<file path="src/rtl/axi_lite_slave_regfile.sv">
// axi_lite_slave_regfile: AXI-Lite responder backed by a bank of software-visible registers.
// Independent write (AW/W/B) and read (AR/R) state machines; every output comes straight from a flop.
module axi_lite_slave_regfile #(
    parameter int REG_WIDTH = 32,
    parameter int NUM_REGS  = 4
) (
    input  logic                          i_aclk,
    input  logic                          i_aresetn,
    input  logic [REG_WIDTH-1:0]          i_awaddr,
    input  logic                          i_awvalid,
    output logic                          o_awready,
    input  logic [REG_WIDTH-1:0]          i_wdata,
    input  logic                          i_wvalid,
    output logic                          o_wready,
    output logic                          o_bvalid,
    input  logic                          i_bready,
    input  logic [REG_WIDTH-1:0]          i_araddr,
    input  logic                          i_arvalid,
    output logic                          o_arready,
    output logic [REG_WIDTH-1:0]          o_rdata,
    output logic                          o_rvalid,
    input  logic                          i_rready,
    output logic [NUM_REGS*REG_WIDTH-1:0] o_regs_out,
    output logic [NUM_REGS-1:0]           o_reg_wr_strobe
);
    localparam int IW = $clog2(NUM_REGS);

    typedef enum logic [1:0] {W_IDLE, W_HALF, W_RESP} w_state_t;
    typedef enum logic {R_IDLE, R_DATA} r_state_t;

    w_state_t             r_wstate, w_wstate_nx;
    r_state_t             r_rstate, w_rstate_nx;
    logic                 r_awready, r_wready, r_bvalid, r_arready, r_rvalid;
    logic                 w_awready_nx, w_wready_nx, w_bvalid_nx, w_arready_nx, w_rvalid_nx;
    logic [REG_WIDTH-1:0] r_awaddr, r_wdata, r_rdata;
    logic [REG_WIDTH-1:0] w_awaddr_nx, w_wdata_nx, w_rdata_nx;
    logic [REG_WIDTH-1:0] w_cmt_addr, w_cmt_data;
    logic                 w_commit;
    logic [REG_WIDTH-1:0] r_regs [NUM_REGS];
    logic [NUM_REGS-1:0]  r_strobe;
    logic                 w_aw_hs, w_w_hs, w_ar_hs;
    logic [IW-1:0]        w_wr_idx, w_rd_idx;
    logic                 w_wr_inr, w_rd_inr;
    logic                 w_unused;

    assign w_aw_hs  = i_awvalid && r_awready;
    assign w_w_hs   = i_wvalid && r_wready;
    assign w_ar_hs  = i_arvalid && r_arready;
    // Byte-address bits [1:0] never select anything; the range test just requires the bits above the index to be zero.
    assign w_wr_idx = w_cmt_addr[IW+1:2];
    assign w_wr_inr = (w_cmt_addr[REG_WIDTH-1:IW+2] == '0);
    assign w_rd_idx = i_araddr[IW+1:2];
    assign w_rd_inr = (i_araddr[REG_WIDTH-1:IW+2] == '0);
    assign w_unused = ^{w_cmt_addr[1:0], i_araddr[1:0]};

    // Write FSM next state: collect AW and W in either order, commit once both are known, then wait for B.
    always_comb begin
        w_wstate_nx  = r_wstate;
        w_awready_nx = r_awready;
        w_wready_nx  = r_wready;
        w_bvalid_nx  = r_bvalid;
        w_awaddr_nx  = r_awaddr;
        w_wdata_nx   = r_wdata;
        w_commit     = 1'b0;
        w_cmt_addr   = r_awaddr;
        w_cmt_data   = r_wdata;
        case (r_wstate)
            W_IDLE: begin
                w_awready_nx = 1'b1;
                w_wready_nx  = 1'b1;
                if (w_aw_hs && w_w_hs) begin
                    w_commit   = 1'b1;
                    w_cmt_addr = i_awaddr;
                    w_cmt_data = i_wdata;
                end else if (w_aw_hs) begin
                    w_awaddr_nx  = i_awaddr;
                    w_awready_nx = 1'b0;
                    w_wstate_nx  = W_HALF;
                end else if (w_w_hs) begin
                    w_wdata_nx  = i_wdata;
                    w_wready_nx = 1'b0;
                    w_wstate_nx = W_HALF;
                end
            end
            W_HALF: begin
                if (w_aw_hs) begin
                    w_commit   = 1'b1;
                    w_cmt_addr = i_awaddr;
                end else if (w_w_hs) begin
                    w_commit   = 1'b1;
                    w_cmt_data = i_wdata;
                end
            end
            W_RESP: begin
                if (r_bvalid && i_bready) begin
                    w_bvalid_nx  = 1'b0;
                    w_awready_nx = 1'b1;
                    w_wready_nx  = 1'b1;
                    w_wstate_nx  = W_IDLE;
                end
            end
            default: w_wstate_nx = W_IDLE;
        endcase
        if (w_commit) begin
            w_bvalid_nx  = 1'b1;
            w_awready_nx = 1'b0;
            w_wready_nx  = 1'b0;
            w_wstate_nx  = W_RESP;
        end
    end

    // Write FSM state and channel flops.
    always_ff @(posedge i_aclk or negedge i_aresetn) begin
        if (!i_aresetn) begin
            r_wstate  <= W_IDLE;
            r_awready <= 1'b0;
            r_wready  <= 1'b0;
            r_bvalid  <= 1'b0;
            r_awaddr  <= '0;
            r_wdata   <= '0;
        end else begin
            r_wstate  <= w_wstate_nx;
            r_awready <= w_awready_nx;
            r_wready  <= w_wready_nx;
            r_bvalid  <= w_bvalid_nx;
            r_awaddr  <= w_awaddr_nx;
            r_wdata   <= w_wdata_nx;
        end
    end

    // Register bank: in-range commits update one register and pulse its strobe for exactly one cycle.
    always_ff @(posedge i_aclk or negedge i_aresetn) begin
        if (!i_aresetn) begin
            for (int i = 0; i < NUM_REGS; i++) r_regs[i] <= '0;
            r_strobe <= '0;
        end else begin
            r_strobe <= '0;
            if (w_commit && w_wr_inr) begin
                r_regs[w_wr_idx]   <= w_cmt_data;
                r_strobe[w_wr_idx] <= 1'b1;
            end
        end
    end

    // Read FSM next state: sample the bank on the AR edge (pre-write value on a collision), hold until R handshake.
    always_comb begin
        w_rstate_nx  = r_rstate;
        w_arready_nx = r_arready;
        w_rvalid_nx  = r_rvalid;
        w_rdata_nx   = r_rdata;
        case (r_rstate)
            R_IDLE: begin
                w_arready_nx = 1'b1;
                if (w_ar_hs) begin
                    w_rdata_nx   = w_rd_inr ? r_regs[w_rd_idx] : '0;
                    w_rvalid_nx  = 1'b1;
                    w_arready_nx = 1'b0;
                    w_rstate_nx  = R_DATA;
                end
            end
            R_DATA: begin
                if (r_rvalid && i_rready) begin
                    w_rvalid_nx  = 1'b0;
                    w_rdata_nx   = '0;
                    w_arready_nx = 1'b1;
                    w_rstate_nx  = R_IDLE;
                end
            end
        endcase
    end

    // Read FSM state and channel flops.
    always_ff @(posedge i_aclk or negedge i_aresetn) begin
        if (!i_aresetn) begin
            r_rstate  <= R_IDLE;
            r_arready <= 1'b0;
            r_rvalid  <= 1'b0;
            r_rdata   <= '0;
        end else begin
            r_rstate  <= w_rstate_nx;
            r_arready <= w_arready_nx;
            r_rvalid  <= w_rvalid_nx;
            r_rdata   <= w_rdata_nx;
        end
    end

    for (genvar i = 0; i < NUM_REGS; i++) begin : g_out
        assign o_regs_out[i*REG_WIDTH +: REG_WIDTH] = r_regs[i];
    end

    assign o_awready       = r_awready;
    assign o_wready        = r_wready;
    assign o_bvalid        = r_bvalid;
    assign o_arready       = r_arready;
    assign o_rvalid        = r_rvalid;
    assign o_rdata         = r_rdata;
    assign o_reg_wr_strobe = r_strobe;
endmodule

</file>
<file path="config.mk">
export PLATFORM = sky130hd
export DESIGN_NAME = axi_lite_slave_regfile
export DESIGN_NICKNAME = d
export VERILOG_FILES = /design/src/rtl/axi_lite_slave_regfile.sv
export SDC_FILE = /design/constraint.sdc
export NUM_CORES = 1
export LEC_CHECK = 0
export ABC_CLOCK_PERIOD_IN_PS = 2700
export CAP_MARGIN = 40
export CORE_MARGIN = 4
export CORE_UTILIZATION = 45
export DETAILED_ROUTE_END_ITERATION = 6
export GPL_TIMING_DRIVEN = 1
export PLACE_DENSITY_LB_ADDON = 0.1
export SLEW_MARGIN = 5
export SYNTH_ARGS = -nofsm -noshare
export SYNTH_HDL_FRONTEND = slang
export SYNTH_SLANG_ARGS = --single-unit
</file>
<file path="constraint.sdc">
create_clock -name i_aclk -period 2.7 [get_ports i_aclk]
set_clock_uncertainty 0.05 [all_clocks]
set_input_delay 0.54 -clock i_aclk [delete_from_list [all_inputs] [get_ports i_aclk]]
set_output_delay 0.54 -clock i_aclk [all_outputs]
set_load 0.01 [all_outputs]
</file>
Word-level counts from Yosys, hierarchy flattened. Index checks and enable logic that the tools add are counted.

Magnitude comparators: 5. Equality and inequality tests: 8. Muxes and demuxes: 52. Bitwise operators: 4. Reductions and logical operators: 20.

Operator list (count): $mux 32 (11); $pmux 32 s2 (3); $bwmux 128 (1); $bmux 32 s2 (1); $demux 32 s2 (1); $logic_not 28->1 (2); $mux 1 (21); $pmux 1 s2 (6); $mux 2 (5); $logic_and 1x1->1 (9); $reduce_and 2->1 (4); $ge 3x3->1 const B (2); $ne 3x3->1 const B (2); $not 2->3 (2); $pmux 2 s3 (1); $mux 4 (1); $ne 2x2->1 const B (2); $ne 4x4->1 const B (1); $reduce_and 4->1 (1); $reduce_bool 2->1 (2); $lt 2x3->1 const B (1); $lt 3x1->1 const B (1); $reduce_bool 3->1 (1); $demux 1 s2 (1); 6 further kinds (7).

Register bits: 236. Input bits: 103. Output and inout bits: 169. Word-level logic and storage cells: 104.

Longest topological paths before layout.
Depth in word-level cells: 10. Depth in mapped cells: 8. Mapped depth without buffers: 6.

Worst setup path after synthesis. No wires, ideal clock.

Path type: input -> register. Start: input port i_wvalid. End: register r_regs (netlist bit o_regs_out[100]). Library setup time: 0.125 ns. Data arrival time: 2.329 ns. Required time: 2.525 ns. Path slack: 0.196 ns. Stages: 8. Path buffers: 2. Cells stage by stage: and2_1 buf_2 nor2_1 nor3_2 mux2_2 nor4_4 buf_6 mux2_4.

Longest elaborated chain between the ends: 10. Elaborated cells on any way between the ends: 21.

Ends and longest elaborated chain: start: declaration (RTL line 13) `input logic i_wvalid,`; $logic_and 1x1->1 * (RTL line 47) `assign w_w_hs = i_wvalid && r_wready;`; $logic_and 1x1->1 (RTL line 71) `if (w_aw_hs && w_w_hs) begin`; $mux 32 (RTL line 71); $pmux 32 s2 (RTL line 67) `case (r_wstate)`; $not 2->3 (not written as such) (RTL line 139) `r_regs[w_wr_idx] <= w_cmt_data;`; $ge 3x3->1 (not written as such) / $lt 3x1->1 (equally long branches) (RTL line 139); $logic_and 1x1->1 (not written as such) (RTL line 139); $mux 32 (not written as such) (RTL line 139); $demux 32 s2 (RTL line 139); $bwmux 128 (RTL line 139); end signal: indexed assignment (RTL line 139); end: declaration (RTL line 39) `logic [REG_WIDTH-1:0] r_regs [NUM_REGS];`.

Mark *: on every way between the ends. The rest lies on a longest branch, timed or not. A chain may end at the register's enable or synchronous reset.

Worst setup path in the final report.
Start: input port i_awaddr[27]. End: register r_regs (netlist bit o_regs_out[64]).

Longest elaborated chain between the ends: 4. Elaborated cells on any way between the ends: 5.

Ends and longest elaborated chain: start: declaration (RTL line 9) `input logic [REG_WIDTH-1:0] i_awaddr,`; $mux 32 (on tied branches) (RTL line 86, 71); $pmux 32 s2 * (RTL line 67); $logic_not 28->1 * (RTL line 51) `assign w_wr_inr = (w_cmt_addr[REG_WIDTH-1:IW+2] == '0);`; $logic_and 1x1->1 * (RTL line 138) `if (w_commit && w_wr_inr) begin`.

Marked as above.

==> qor.yml <==
outcome: "complete, no violations"
antenna_found_initial: 2
place_ws_ns: -0.524
finalWorstSetupSlack_ns: 0.144
synthCells: 715
peakVddDrop_v: 0.000523
chipWidth_um: 162
cts_tree: "built"
hold_violations: 0
arrival_ns: 2.92
startpoint_type: "input pin"
yosys.cell_count.top_type: "dfrtp_1"
synth_top_area_cell: "dfrtp_1"
hold_path_class: "flip-flop to flip-flop"
numPortBuffers: 267
clock-sinks: 234
nets: 1134
htreeDepth: 1
start_util_pct: 45.7
rsz0062_at_grt: "false"
ys_ff_latch: 234
drt_iter0_markers: 179
min_period_over_period_pct: 94.7
cp_max_fo: 18
grt_max_degree: 63
clk_pin_slew_ns: 0.06
power.density_nw_per_um2: 1090
wirelength_mm: 27.7
grt_pass1_wl_mm: 43.1
hold_ws_ns: 0.427
syn2layout_area_growth_pct: 40.9
cts.path.max_buffers: 3
synth_cell_types: 33
worst-setup-path-type: "input pin to flip-flop"
reg2reg_slack_ns: 0.20
maxCapViolCount: 0
grt_overflow_total: 0
slew_headroom_pct: 60.3
grt_usage_pct: 20.7
synth-simple-area-share_pct: 5.15
wire_per_inst_um: 20.2
period_minus_slack_ns: 2.56
fmax_mhz: 391
ys_top_cells_by_area: "dfrtp_1 (55%), mux2_4 (14%), mux2_2 (13%)"
rows: 56
clk_latency_ns: 0.53
finalPower_mw: 16.4
ios: 272
cp.required_ns: 3.06
dieArea_um2: 26400
synth_top_area_share_pct: 54.6
core_area_um2: 23500
synthXorXnorAreaFrac_pct: 0.0817
tightest_slew_ns: 0.596
drv_slew: 0
drt-vias-per-instance: 5.14
cts_inserted_buffers: 26
synth_ff_type: "dfrtp_1"
setup_viol: 0
power.leakage_nw: 6.45
die_h_um: 162
drive_gt1_share_pct: 35.4
dp_hpwl_mm: 19.3
synth_compound_area_share_pct: 2.70
dr.pass1.iters: 4
syn_nets: 818
synth_edf_count: 0
synth_adder_area_share_pct: 0
synth-seq-area-share_pct: 54.6
num_vias: 7039
end_kind: "flip-flop"
synth_common_cells: "dfrtp_1 (234), mux2_2 (123), mux2_4 (100), nand2_1 (43)"
syn_area_per_cell_um2: 15.0
ant_nets: 0
drc_errors: 0
first_global_vias: 7530
cts-root-buf: "clkbuf_16"
netlist_area_um2: 10700
gp_congestion: 0.758
yosys_warnings: 0
synth_top_family_by_area: "multiplexers"
muxShareOfSynthArea_pct: 33.9
post_cts_buffers: 0
synthArstFlopShare_pct: 100
[worst paths after layout]
kind	from	end	cells after the start
hold reg to reg	o_rdata[8]	o_rdata[8]	2
setup reg to reg	r_awaddr[6]	o_regs_out[64]	7
setup / recovery	i_awaddr[27]	o_regs_out[64]	8
max in group asynchronous	i_aresetn	r_awaddr[27]	3
min in group asynchronous	i_aresetn	o_regs_out[103]	2
hold / removal	o_rdata[8]	o_rdata[8]	2
[worst max-delay path, stage by stage]
cell and delay (ns):
clkdlybuf4s50_1 0.41, nor4_1 0.31, nand3_1 0.20, nor3_4 0.23, a21oi_2 0.19, nor4_4 0.43
buf_12 0.25, mux2_2 0.35
[power by group]
group	total, mW	switching, mW	internal (mW)
clock	3.47	1.42	2.05
combinational	6.92	2.58	4.35
sequential	6.04	1.10	4.93
[placed cells by master (no fill, tap or decap), drive strengths merged, types with 9 or more instances in the layout]
cell | synthesis | final
buf | 25 | 62
clkbuf | 14 | 36
clkdlybuf4s50 | 0 | 264
dfrtp | 234 | 234
inv | 35 | 36
mux2 | 223 | 223
mux4 | 32 | 32
nand2 | 43 | 43
nor2 | 9 | 9
nor4 | 29 | 29
o21ai | 35 | 35
[logic make-up after synthesis]
kind of cell    after synthesis
mux                         258
flops                       234
simple gates                 98
buf+inv                      74
compound gates               50
xor+xnor                      1
[repair_timing]
action	CTS	global route
hold endpoints to repair	44	0
hold buffers	1	0
gates resized for setup	0	6
setup endpoints to repair	0	109
[per-stage QoR]
| step | std cells | cell area, um^2 | utilization, % | TNS (ns) |
|---|---|---|---|---|
| 2_1_floorplan | 715 | 10700 | - | 0 |
| 3_3_place_gp | 1321 | 14200 | 60.6 | -56.27 |
| 4_1_cts | 1369 | 15100 | 64.2 | 0 |
| 3_5_place_dp | 1321 | 14200 | 60.6 | -58.53 |
| 6_report | 1370 | 15100 | 64.4 | 0 |
| 5_1_grt | 1370 | 15100 | 64.4 | 0 |
[layer usage]
metal,global-route usage (%),routed length [um],vias to the layer above
met4,4.96,651,2
met3,5.54,1870,41
li1,-,-,3220
met2,35.2,13500,207
met5,0,13,-
met1,26.5,11700,3569
[sequential cells by signal, indices dropped and copies added, names as in the netlist]
| register | flops |
|---|---|
| o_awready | 1 |
| r_rstate | 1 |
| o_rvalid | 1 |
| o_wready | 1 |
| r_awaddr | 30 |
| o_arready | 1 |
| r_wstate | 2 |
| o_bvalid | 1 |
| o_rdata | 32 |
| r_wdata | 32 |
| o_reg_wr_strobe | 4 |
| o_regs_out | 128 |
[cell type report]
| type | count | area [um^2] |
|---|---|---|
| Antenna cell | 1 | 2.50 |
| Clock buffer | 36 | 718 |
| Clock inverter | 11 | 123 |
| Fill cell | 1804 | 8360 |
| Inverter | 35 | 131 |
| Multi-Input combinational cell | 407 | 4540 |
| Sequential cell | 234 | 5860 |
| Tap cell | 319 | 399 |
| Timing Repair Buffer | 327 | 3340 |
Note: power is estimated with default switching activity, not from simulation.
